`src/rtl/trackball_sampler.sv`:
```
// trackball_sampler: quadrature decode, per-channel up/down counters and video-timed snapshot/clear.
// Each load event snapshots one player's counters into holding registers and restarts them.
module trackball_sampler #(
    parameter int NUM_PLAYERS = 2,
    parameter int NUM_AXES = 2,
    parameter int CNT_W = 4,
    parameter bit SATURATE = 1'b0,
    parameter logic [2:0] LOAD_PHASE = 3'd5,
    localparam int CH = NUM_PLAYERS * NUM_AXES,
    localparam int PW = (NUM_PLAYERS > 1) ? $clog2(NUM_PLAYERS) : 1
) (
    input  logic                         clk,
    input  logic                         reset,
    input  logic                         ce,
    input  logic [8:0]                   HC,
    input  logic [7:0]                   VC,
    input  logic [CH-1:0]                quad_a,
    input  logic [CH-1:0]                quad_b,
    input  logic [PW-1:0]                sel,
    output logic [NUM_AXES*CNT_W-1:0]    pos_out,
    output logic [CH-1:0]                err_out,
    output logic                         ld_pulse,
    output logic [PW-1:0]                ld_player
);
    typedef enum logic [1:0] {PRIME0, PRIME1, PRIME2, RUN} state_t;
    state_t state, state_n;
    logic [CH-1:0] a1, a2, b1, b2, pa, pb;
    logic [CNT_W-1:0] hold_all [CH];
    logic run, ld_ev;
    logic [PW-1:0] owner;
    always_ff @(posedge clk or posedge reset)
        if (reset) state <= PRIME0;
        else if (ce) state <= state_n;
    always_comb begin
        state_n = (state == RUN) ? RUN : state_t'(state + 2'd1);
        run = (state == RUN);
        ld_ev = ce && run && (HC[2:0] == LOAD_PHASE);
        owner = (NUM_PLAYERS > 1) ? VC[PW-1:0] : '0;
    end
    always_ff @(posedge clk or posedge reset)
        if (reset) begin
            {a1, a2, b1, b2, pa, pb} <= '0;
        end else if (ce) begin
            a1 <= quad_a;
            a2 <= a1;
            b1 <= quad_b;
            b2 <= b1;
            pa <= a2;
            pb <= b2;
        end
    for (genvar c = 0; c < CH; c++) begin : g_ch
        localparam int P = c / NUM_AXES;
        logic fwd, bwd, bad, own;
        logic [CNT_W:0] sum;
        logic [CNT_W-1:0] dlt, nxt, cnt, hold;
        logic err;
        // Gray order 00->01->11->10: the successor of {a,b} is {b,~a}.
        always_comb begin
            fwd = ({a2[c], b2[c]} == {pb[c], ~pa[c]});
            bwd = ({pa[c], pb[c]} == {b2[c], ~a2[c]});
            bad = (a2[c] ^ pa[c]) & (b2[c] ^ pb[c]);
            dlt = fwd ? CNT_W'(1) : bwd ? '1 : '0;
            sum = {cnt[CNT_W-1], cnt} + {dlt[CNT_W-1], dlt};
            nxt = (SATURATE && (sum[CNT_W] != sum[CNT_W-1])) ? {sum[CNT_W], {(CNT_W-1){~sum[CNT_W]}}} : sum[CNT_W-1:0];
            own = ld_ev && (owner == PW'(P));
        end
        always_ff @(posedge clk or posedge reset)
            if (reset) begin
                cnt <= '0;
                hold <= '0;
                err <= 1'b0;
            end else if (ce && run) begin
                if (own) begin
                    hold <= cnt;
                    cnt <= dlt;
                    err <= bad;
                end else begin
                    cnt <= nxt;
                    err <= err | bad;
                end
            end
        assign hold_all[c] = hold;
        assign err_out[c] = err;
    end
    always_comb begin
        pos_out = '0;
        for (int p = 0; p < NUM_PLAYERS; p++)
            if (sel == PW'(p))
                for (int a = 0; a < NUM_AXES; a++)
                    pos_out[a*CNT_W +: CNT_W] = hold_all[p*NUM_AXES+a];
    end
    always_ff @(posedge clk or posedge reset)
        if (reset) begin
            ld_pulse <= 1'b0;
            ld_player <= '0;
        end else begin
            ld_pulse <= ld_ev;
            if (ld_ev) ld_player <= owner;
        end
endmodule

```
`config.mk`:
```
export PLATFORM = sky130hd
export DESIGN_NAME = trackball_sampler
export DESIGN_NICKNAME = d
export VERILOG_FILES = /design/src/rtl/trackball_sampler.sv
export SDC_FILE = /design/constraint.sdc
export NUM_CORES = 1
export LEC_CHECK = 0
export CAP_MARGIN = 20
export CORE_ASPECT_RATIO = 1.1
export CORE_MARGIN = 2
export CORE_UTILIZATION = 56
export DETAILED_ROUTE_END_ITERATION = 8
export GPL_TIMING_DRIVEN = 0
export PLACE_DENSITY = 0.8
export SYNTH_ARGS = -nofsm -noshare
export SYNTH_HDL_FRONTEND = slang
export SYNTH_SLANG_ARGS = --single-unit
```
`constraint.sdc`:
```
create_clock -name clk -period 2.6 [get_ports clk]
set_clock_uncertainty 0.15 [all_clocks]
set_input_delay 0.26 -clock clk [delete_from_list [all_inputs] [get_ports clk]]
set_output_delay 0.26 -clock clk [all_outputs]
set_load 0.005 [all_outputs]
```
## Yosys cells after proc, flatten, opt, wreduce, memory -nomap -nowiden

Index checks and enable logic that the tools add are counted.

- Bits in registers: 64
- Input bits: 29
- Output and inout port bits: 14
- Word-level logic and storage cells: 85

- $add $sub $neg: 5
- Equal/unequal tests: 10
- Mux-type cells: 18
- Bitwise gates (word level): 25
- Reductions and logical operators: 6

Operators by type and width:

| kind | count |
|---|---|
| $mux 4 | 12 |
| $add 4x4->4 | 4 |
| $eq 2x2->1 | 8 |
| $not 1->1 | 9 |
| $mux 8 | 1 |
| $xor 1x1->1 | 8 |
| $and 1x1->1 | 4 |
| $logic_and 1x1->1 | 4 |
| $mux 1 | 4 |
| $or 1x1->1 | 4 |
| $reduce_and 2->1 | 2 |
| $eq 3x3->1 const B | 1 |
| $add 2x1->2 const B | 1 |
| $eq 2x2->1 const B | 1 |
| $mux 2 | 1 |

## Logic depth before layout (Yosys ltp)

Gate-level depths: netlist of run 1.

- Word-level depth: 6
- Mapped depth: 10
- Mapped depth without buffers: 10

## Least setup slack after synthesis of run 1

No wires, ideal clock.

- Path kind: register -> register
- From: register pb[0]
- To: register g_ch[0].cnt[3]
- Setup time: 0.142 ns
- Arrival: 1.993 ns
- Required time: 2.308 ns
- Slack: 0.315 ns
- Cell stages (with the launch flop): 9
- Buffers on the path: 0
- Clock period less this slack: 2.285 ns
- Cells stage by stage: dfrtp_1 xnor2_1 inv_1 ha_1 ha_1 and3_1 or3_1 a21oi_1 a311oi_2

- Cells in the longest elaborated chain, start to end: 5
- Elaborated cells between the ends (all ways): 6
- Classes of those cells: 1 x add/sub; 2 x eq/ne; 3 x mux

Ends and longest elaborated chain:

| element | line | RTL |
|---|---|---|
| from (decl) | 27 | `logic [CH-1:0] a1, a2, b1, b2, pa, pb;` |
| from (signal assigned) | 42 | `{a1, a2, b1, b2, pa, pb} <= '0;` |
| from (signal assigned) | 49 | `pb <= b2;` |
| $eq 2x2->1 | 60 | `bwd = ({pa[c], pb[c]} == {b2[c], ~a2[c]});` |
| $mux 4 | 62 | `dlt = fwd ? CNT_W'(1) : bwd ? '1 : '0;` |
| $mux 4 (*) | 62 |  |
| $add 4x4->4 | 63 | `sum = {cnt[CNT_W-1], cnt} + {dlt[CNT_W-1], dlt};` |
| $mux 4 (*) | 73 | `if (own) begin` |
| to (signal assigned) | 75 | `cnt <= dlt;` |
| to (signal assigned) | 78 | `cnt <= nxt;` |
| to (decl) | 55 | `logic [CNT_W-1:0] dlt, nxt, cnt, hold;` |

Every way passes the cells marked *; elsewhere a longest branch is shown, timed or not.
A chain may end at the register's enable or synchronous reset.

## Worst setup path after layout of run 1

- From: register a2[3]
- To: register g_ch[3].cnt[3]

- Cells in the longest elaborated chain, start to end: 6
- Elaborated cells between the ends (all ways): 7
- Classes of those cells: 1 x add/sub; 2 x eq/ne; 3 x mux; 1 x bitwise

Ends and longest elaborated chain:

| element | line | RTL |
|---|---|---|
| from (decl) | 27 |  |
| from (signal assigned) | 42 |  |
| from (signal assigned) | 45 | `a2 <= a1;` |
| $not 1->1 | 60 |  |
| $eq 2x2->1 | 60 |  |
| $mux 4 | 62 |  |
| $mux 4 (*) | 62 |  |
| $add 4x4->4 | 63 |  |
| $mux 4 (*) | 73 |  |
| to (signal assigned) | 75 |  |
| to (signal assigned) | 78 |  |
| to (decl) | 55 |  |

Marks and branches as above.

==> load_flow_metrics.sql, run 1 <==
INSERT INTO impl_metrics (metric_group, metric, value, unit) VALUES
('status', 'status', 'completed', ''),
('synth', 'synth.area.mux_share', '16.7', '%'),
('timing', 'worst_hold_margin', '0.0712', 'ns'),
('critical_path', 'total_stage_count_of_the_critical_path', '8', ''),
('critical_path', 'crit_slowest_cell', 'sky130_fd_sc_hd__dfrtp_1', ''),
('synth', 'synthesized_instance_count', '298', ''),
('timing', 'timing_max_transition_violations_final', '0', ''),
('power_and_ir_drop', 'power.static_leakage', '0.00192', 'µW'),
('critical_path', 'worst_ep_arrival_time', '2.59', 'ns'),
('synth', 'synth.yosys.seq_area_share', '45.7', '%'),
('timing', 'slew_headroom', '63.3', '%'),
('timing', 'finalSetupViolations', '0', ''),
('critical_path', 'timing.rr.start', 'a2[3]', ''),
('final_layout', 'fillers', '467', ''),
('synth', 'ys_seq_elements', '64', ''),
('timing', 'postLayoutSetupSlackWorst', '0.101', 'ns'),
('final_layout', 'mostFrequentLayoutCell', 'sky130_fd_sc_hd__dfrtp_1', ''),
('clock_network', 'cts.sink_count', '64', ''),
('synth', 'yosys_warnings', '0', ''),
('final_layout', 'n_antenna_cell', '0', ''),
('power_and_ir_drop', 'p_comb_share', '41.9', '%'),
('synth', 'synth_simple_gate_area_share', '6.53', '%'),
('die', 'horiz_die_dim', '79.4', 'µm'),
('power_and_ir_drop', 'power_per_cell_area', '995', 'mW/mm²'),
('clock_network', 'cts_hold_buffers', '0', ''),
('global_routing', 'number_of_global_route_vias_before_repair', '2262', ''),
('die', 'core_area', '0.00612', 'mm²'),
('critical_path', 'crit_path_start', 'a2[3]', ''),
('final_layout', 'drive_gt1_share', '24.0', '%'),
('die', 'dieArea', '0.00691', 'mm²'),
('synth', 'yosys.area_share.xor_xnor', '5.00', '%'),
('global_routing', 'gr_util_all_layers', '20.8', '%'),
('placed_design', 'numPlacedInstances', '406', ''),
('detailed_routing', 'wire_per_inst', '15.2', 'µm'),
('synth', 'synth_enable_flop_cells', '0', ''),
('clock_network', 'clkLatencyLatePin', '0.35', 'ns'),
('detailed_routing', 'route.detailed.drc', '0', ''),
('synth', 'syn_area_per_cell', '11.8', 'µm²'),
('global_routing', 'globalRouteOverflowTotal', '0', ''),
('synth', 'synth_fa_ha_area_share', '9.42', '%'),
('die', 'floorplan.initialDensity', '57.3', '%'),
('synth', 'mappedNetlistNets', '351', ''),
('clock_network', 'worst_setup_hold_path_clk_slew', '0.07', 'ns'),
('critical_path', 'path_cells', 'xnor2_1 -> inv_1 -> ha_1 -> ha_1 -> a21oi_1 -> a2111oi_0 -> a41oi_1 -> and3_1', ''),
('final_layout', 'instances_no_fill', '422', ''),
('detailed_routing', 'route.detailed.vias_per_inst', '5.37', ''),
('final_layout', 'number_of_nets_at_the_end_of_the_flow', '390', ''),
('critical_path', 'cp-start-kind', 'flop', ''),
('synth', 'synthesis.area', '0.00351', 'mm²'),
('timing', 'rsz_0062_raised_after_global_routing', 'no', ''),
('critical_path', 'worstPathRequired', '2.69', 'ns'),
('final_layout', 'area.sequential', '0.00160', 'mm²'),
('global_routing', 'grt_max_degree', '42', ''),
('clock_network', 'clockRootBuffer', 'sky130_fd_sc_hd__clkbuf_8', ''),
('synth', 'dominant_combinational_cell_family_by_area_after_synthesis', 'multiplexers', ''),
('global_routing', 'antenna_found_initial', '0', ''),
('critical_path', 'reg2reg_to', 'g_ch[3].cnt[3]', ''),
('critical_path', 'path_delay_family', 'compound AO/OA/AOI/OAI gates', ''),
('detailed_routing', 'drt-initial-drc-count', '76', ''),
('timing', 'peak_freq', '0.400', 'GHz'),
('detailed_routing', 'first_pass_iters', '6', ''),
('power_and_ir_drop', 'p_sw', '1370', 'µW'),
('detailed_routing', 'route.antenna.remaining_nets', '0', ''),
('critical_path', 'reg_to_reg_slack_setup', '0.10', 'ns'),
('critical_path', 'path_common_cell', 'sky130_fd_sc_hd__ha_1', ''),
('critical_path', 'endpoint_kind', 'flop', ''),
('placed_design', 'io_buffer_count', '27', ''),
('timing', 'report.final.hold_viol_count', '0', ''),
('synth', 'synth_compound_area_share', '10.4', '%'),
('clock_network', 'clock_tree.htree_level_count', '3', ''),
('critical_path', 'max_stage_delay', '0.43', 'ns');
## timing repair
action / CTS / global route
hold endpoints to repair: 0 / 0
resized for setup: 0 / 4
endpoints found under the setup margin: 0 / 2
buffers inserted: 0 / 0
## tightest hold or removal path: cells and delay by family
family	cells	cell delay, ns
buffers and inverters	1	0.12
and+or+nand+nor	2	0.15
## worst min-delay path by stage
stage,end,cells past startpoint,startpoint
after detailed placement,g_ch[2].hold[1],2,g_ch[2].hold[1]
after floorplan,ld_pulse,1,HC[1]
final,state[1],3,ce
after global placement,g_ch[2].hold[1],2,g_ch[2].hold[1]
after global routing,a2[3],2,ce
after CTS,a1[3],2,ce
## flip-flops by register name, summed over array words and instances, names as in the netlist
signal,count
a1,4
a2,4
b1,4
b2,4
g_ch.cnt,16
g_ch.err,4
g_ch.hold,16
ld_player,1
ld_pulse,1
pa,4
pb,4
state,2
## cells in the mapped netlist, types with 2 or more instances
| cell | n |
|---|---|
| sky130_fd_sc_hd__a21o_1 | 2 |
| sky130_fd_sc_hd__a2111oi_0 | 2 |
| sky130_fd_sc_hd__or3_1 | 2 |
| sky130_fd_sc_hd__a311oi_2 | 2 |
| sky130_fd_sc_hd__o211ai_1 | 5 |
| sky130_fd_sc_hd__nand2_1 | 21 |
| sky130_fd_sc_hd__nor2_1 | 4 |
| sky130_fd_sc_hd__and3_1 | 4 |
| sky130_fd_sc_hd__ha_1 | 20 |
| sky130_fd_sc_hd__fa_1 | 4 |
| sky130_fd_sc_hd__and4_1 | 2 |
| sky130_fd_sc_hd__mux2_4 | 8 |
| sky130_fd_sc_hd__xor2_1 | 8 |
| sky130_fd_sc_hd__o21ai_0 | 13 |
| sky130_fd_sc_hd__dfrtp_1 | 64 |
| sky130_fd_sc_hd__a211oi_2 | 2 |
| sky130_fd_sc_hd__mux2i_1 | 5 |
| sky130_fd_sc_hd__mux2_2 | 37 |
| sky130_fd_sc_hd__nand3_1 | 6 |
| sky130_fd_sc_hd__clkbuf_1 | 9 |
| sky130_fd_sc_hd__o21bai_1 | 2 |
| sky130_fd_sc_hd__o31ai_1 | 3 |
| sky130_fd_sc_hd__buf_6 | 3 |
| sky130_fd_sc_hd__xnor2_1 | 12 |
| sky130_fd_sc_hd__buf_4 | 5 |
| sky130_fd_sc_hd__inv_1 | 29 |
| sky130_fd_sc_hd__a21oi_1 | 6 |
| sky130_fd_sc_hd__a32o_1 | 4 |
| sky130_fd_sc_hd__or4_1 | 2 |
## layer usage
metal	track usage [%]	wire length, µm
met1	27.0	2960
met2	33.2	3110
met3	6.64	294
met4	6.90	62
met5	0	0
## layout make-up
class	instances	area share [%]
well taps	80	2.44
repair buffers	28	7.07
inverters	29	2.65
flip-flops and latches	64	39.0
clock inverters	3	0.366
plain buffers	18	2.68
multi-input cells	187	41.7
clock buffers	13	4.11
## power groups by stage
stage | sequential, µW | clock, µW | combinational [µW]
after global placement | 1580 | 0 | 1590
after detailed placement | 1600 | 0 | 1670
after CTS | 1580 | 806 | 1700
after floorplan | 1500 | 0 | 1290
after global routing | 1630 | 852 | 1930
final | 1580 | 790 | 1710
## per-stage QoR
stage | setup TNS, ns | total power, µW | area (µm²)
2_1_floorplan | 0 | 2790 | 3510
3_3_place_gp | -30.95 | 3170 | 3880
3_5_place_dp | 0 | 3270 | 3900
4_1_cts | 0 | 4090 | 4080
5_1_grt | 0 | 4410 | 4110
6_report | 0 | 4080 | 4110
## cells by family after synthesis
| kind of cell | Yosys count |
|---|---|
| multiplexers | 50 |
| flip-flops | 64 |
| adder cells (fa/ha/maj) | 24 |
| AO/OA/AOI/OAI | 48 |
| XOR/XNOR | 20 |
| AND/OR/NAND/NOR | 45 |
| buffers and inverters | 47 |
Power figures use the tool's default switching activity.
==> run 2, diff against run 1 <==
- CORE_ASPECT_RATIO: 1.1 -> 0.5
- MAX_ROUTING_LAYER: not set -> met4
==> load_flow_metrics.sql, run 2 (synthesized netlist as in run 1, its figures left out) <==
INSERT INTO impl_metrics (metric_group, metric, value, unit) VALUES
('power_and_ir_drop', 'power_per_cell_area', '1070', 'mW/mm²'),
('die', 'ios', '43', ''),
('timing', 'timing.final.crit_share', '94.6', '%'),
('placed_design', 'numPlacedInstances', '414', ''),
('critical_path', 'timing.rr.start', 'b2[1]', ''),
('die', 'core_area', '0.00606', 'mm²'),
('global_routing', 'number_of_global_route_vias_before_repair', '2377', ''),
('placed_design', 'hpwl', '4920', 'µm'),
('final_layout', 'layout_common_cells', 'sky130_fd_sc_hd__dfrtp_1, sky130_fd_sc_hd__mux2_2, sky130_fd_sc_hd__inv_1', ''),
('final_layout', 'area.sequential', '0.00160', 'mm²'),
('detailed_routing', 'route.detailed.drc', '0', ''),
('final_layout', 'instances_no_fill', '430', ''),
('timing', 'timing_max_transition_violations_final', '0', ''),
('global_routing', 'globalRouteOverflowTotal', '0', ''),
('critical_path', 'endpoint_kind', 'flop', ''),
('placed_design', 'worst_setup_timing_slack_at_the_placement_stage', '0.0800', 'ns'),
('status', 'status', 'completed', ''),
('worst_hold_path', 'whs_endpoint', 'state[1]', ''),
('power_and_ir_drop', 'power.static_leakage', '0.00194', 'µW'),
('final_layout', 'number_of_nets_at_the_end_of_the_flow', '390', ''),
('detailed_routing', 'drt-total-wl', '6900', 'µm'),
('clock_network', 'tritoncts_clock_tree', 'yes', ''),
('critical_path', 'path_delay_family', 'adder cells', ''),
('detailed_routing', 'count_of_vias_placed_by_the_detailed_router', '2313', ''),
('job', 'max_cap_violations', '0', ''),
('power_and_ir_drop', 'peakVddDrop', '0.483', 'mV'),
('clock_network', 'cts_hold_buffers', '0', ''),
('detailed_routing', 'wire_per_inst', '16.0', 'µm'),
('die', 'die_h', '60.0', 'µm'),
('power_and_ir_drop', 'total_power', '4500', 'µW'),
('global_routing', 'grt_first_pass_wirelength', '11400', 'µm'),
('critical_path', 'cp-start-kind', 'flop', ''),
('final_layout', 'mostFrequentLayoutCell', 'sky130_fd_sc_hd__dfrtp_1', ''),
('global_routing', 'antenna_found_initial', '0', ''),
('final_layout', 'area_growth_syn_to_layout', '20.5', '%'),
('final_layout', 'n_antenna_cell', '0', ''),
('timing', 'report.final.hold_viol_count', '0', ''),
('timing', 'tightestPinTransition', '0.595', 'ns'),
('critical_path', 'timing.setup.critical_path_class', 'reg -> reg', ''),
('clock_network', 'clkLatencyLatePin', '0.33', 'ns'),
('critical_path', 'worst_r2r_path_depth', '10', ''),
('final_layout', 'drive_gt1_share', '25.1', '%'),
('critical_path', 'worst_ep_arrival_time', '2.49', 'ns'),
('placed_design', 'area_after_dpl', '0.00391', 'mm²'),
('critical_path', 'path_common_cell', 'sky130_fd_sc_hd__inv_1', ''),
('critical_path', 'reg_to_reg_slack_setup', '0.14', 'ns'),
('clock_network', 'cts.sink_count', '64', ''),
('final_layout', 'multi_input_gate_area_in_the_final_layout', '0.00173', 'mm²'),
('critical_path', 'max_stage_delay', '0.43', 'ns'),
('detailed_routing', 'route.antenna.remaining_nets', '0', ''),
('timing', 'fin_setup_tns', '0', 'ns'),
('critical_path', 'critPathMaxFanout', '4', ''),
('detailed_routing', 'first_pass_iters', '4', ''),
('clock_network', 'worst_setup_hold_path_clk_slew', '0.06', 'ns'),
('die', 'dieArea', '0.00695', 'mm²'),
('critical_path', 'path_cells', 'xnor2_1 -> inv_1 -> ha_1 -> inv_1 -> ha_1 -> inv_1 -> fa_1 -> xnor2_1 -> mux2i_1 -> o21ai_0', ''),
('critical_path', 'reg2reg_to', 'g_ch[1].cnt[2]', ''),
('critical_path', 'path_buf_inv', '3', ''),
('die', 'floorplan.initialDensity', '57.9', '%'),
('worst_hold_path', 'worst_hold_path.num_cells', '3', ''),
('clock_network', 'cts.path.max_buffers', '2', ''),
('critical_path', 'crit_slowest_cell', 'sky130_fd_sc_hd__dfrtp_1', ''),
('timing', 'postLayoutSetupSlackWorst', '0.141', 'ns'),
('clock_network', 'cts_made_buffers', '9', ''),
('clock_network', 'clockRootBuffer', 'sky130_fd_sc_hd__clkbuf_16', ''),
('timing', 'finalSetupViolations', '0', ''),
('global_routing', 'grt_max_degree', '38', ''),
('die', 'row_count', '20', ''),
('placed_design', 'gp_congestion', '0.935', ''),
('critical_path', 'worstPathRequired', '2.64', 'ns'),
('clock_network', 'clock_tree.htree_level_count', '3', ''),
('timing', 'rsz_0062_raised_after_global_routing', 'no', ''),
('timing', 'peak_freq', '0.407', 'GHz'),
('timing', 'final.min_clock_period', '2.46', 'ns'),
('worst_hold_path', 'hold_path_class', 'in -> reg', ''),
('timing', 'slew_headroom', '60.3', '%'),
('placed_design', 'io_buffer_count', '27', ''),
('global_routing', 'gr_util_all_layers', '22.8', '%'),
('detailed_routing', 'drt-initial-drc-count', '82', ''),
('final_layout', 'fillers', '432', ''),
('detailed_routing', 'route.detailed.vias_per_inst', '5.38', ''),
('final_layout', 'layout_top_registers', 'g_ch.cnt: 16 flops, g_ch.hold: 16 flops', ''),
('final_layout', 'layout.cell_area.non_filler', '0.00423', 'mm²'),
('die', 'horiz_die_dim', '116', 'µm'),
('worst_hold_path', 'hold_path.startpoint', 'ce', '');
[run 2: worst register-to-register path, delay by kind of cell, from the launching register on]
family / cells / cell delay, ns
compound gates: 1 / 0.10
mux: 1 / 0.20
fa+ha+maj: 3 / 0.86
buf+inv: 3 / 0.20
flops: 1 / 0.43
xor+xnor: 2 / 0.38
[run 2: routing by layer]
metal | vias to the layer above | track usage, % | share of wire (%)
met4 | 0 | 8.16 | 1.2
met2 | 51 | 38.1 | 50
li1 | 1111 | - | -
met3 | 11 | 6.39 | 4.3
met5 | - | - | 0
met1 | 1140 | 27.2 | 45
[run 2: layout make-up]
| type | instances | share of cell area [%] |
|---|---|---|
| inverter | 29 | 2.58 |
| tap | 88 | 2.61 |
| clock buffer | 10 | 5.42 |
| multi-input combinational | 187 | 41.0 |
| buffer | 18 | 2.61 |
| clock inverter | 6 | 1.07 |
| sequential | 64 | 37.9 |
| timing repair buffer | 28 | 6.87 |
[run 2: worst max-delay path by stage]
stage | startpoint | cells past startpoint | to | slack, ns
after floorplan | pb[0] | 8 | g_ch[0].cnt[3] | 0.31
after global placement | reset | 2 | g_ch[2].cnt[2] | -0.45
after detailed placement | a2[0] | 8 | g_ch[0].cnt[3] | 0.08
after CTS | a2[2] | 8 | g_ch[2].cnt[3] | 0.002
after global routing | b2[1] | 10 | g_ch[1].cnt[2] | 0.0004
final | b2[1] | 10 | g_ch[1].cnt[2] | 0.14
[run 2: repair_timing]
action / 4_1_cts / 5_1_grt
setup buffers: 0 / 0
setup endpoints to repair: 0 / 4
endpoints found under the hold margin: 0 / 0
resized for setup: 0 / 9
[run 2: report_power, final]
group | switching, µW | internal [µW]
combinational | 827 | 1000
sequential | 254 | 1320
clock | 453 | 647
total | 1530 | 2970
[run 2: metrics by stage]
stage          util [%]  hold slack (ns)
3_3_place_gp       64.2            0.307
5_1_grt            69.8           0.0929
2_1_floorplan         -            0.191
3_5_place_dp       64.5            0.316
6_report           69.8           0.0893
4_1_cts            69.0           0.0798
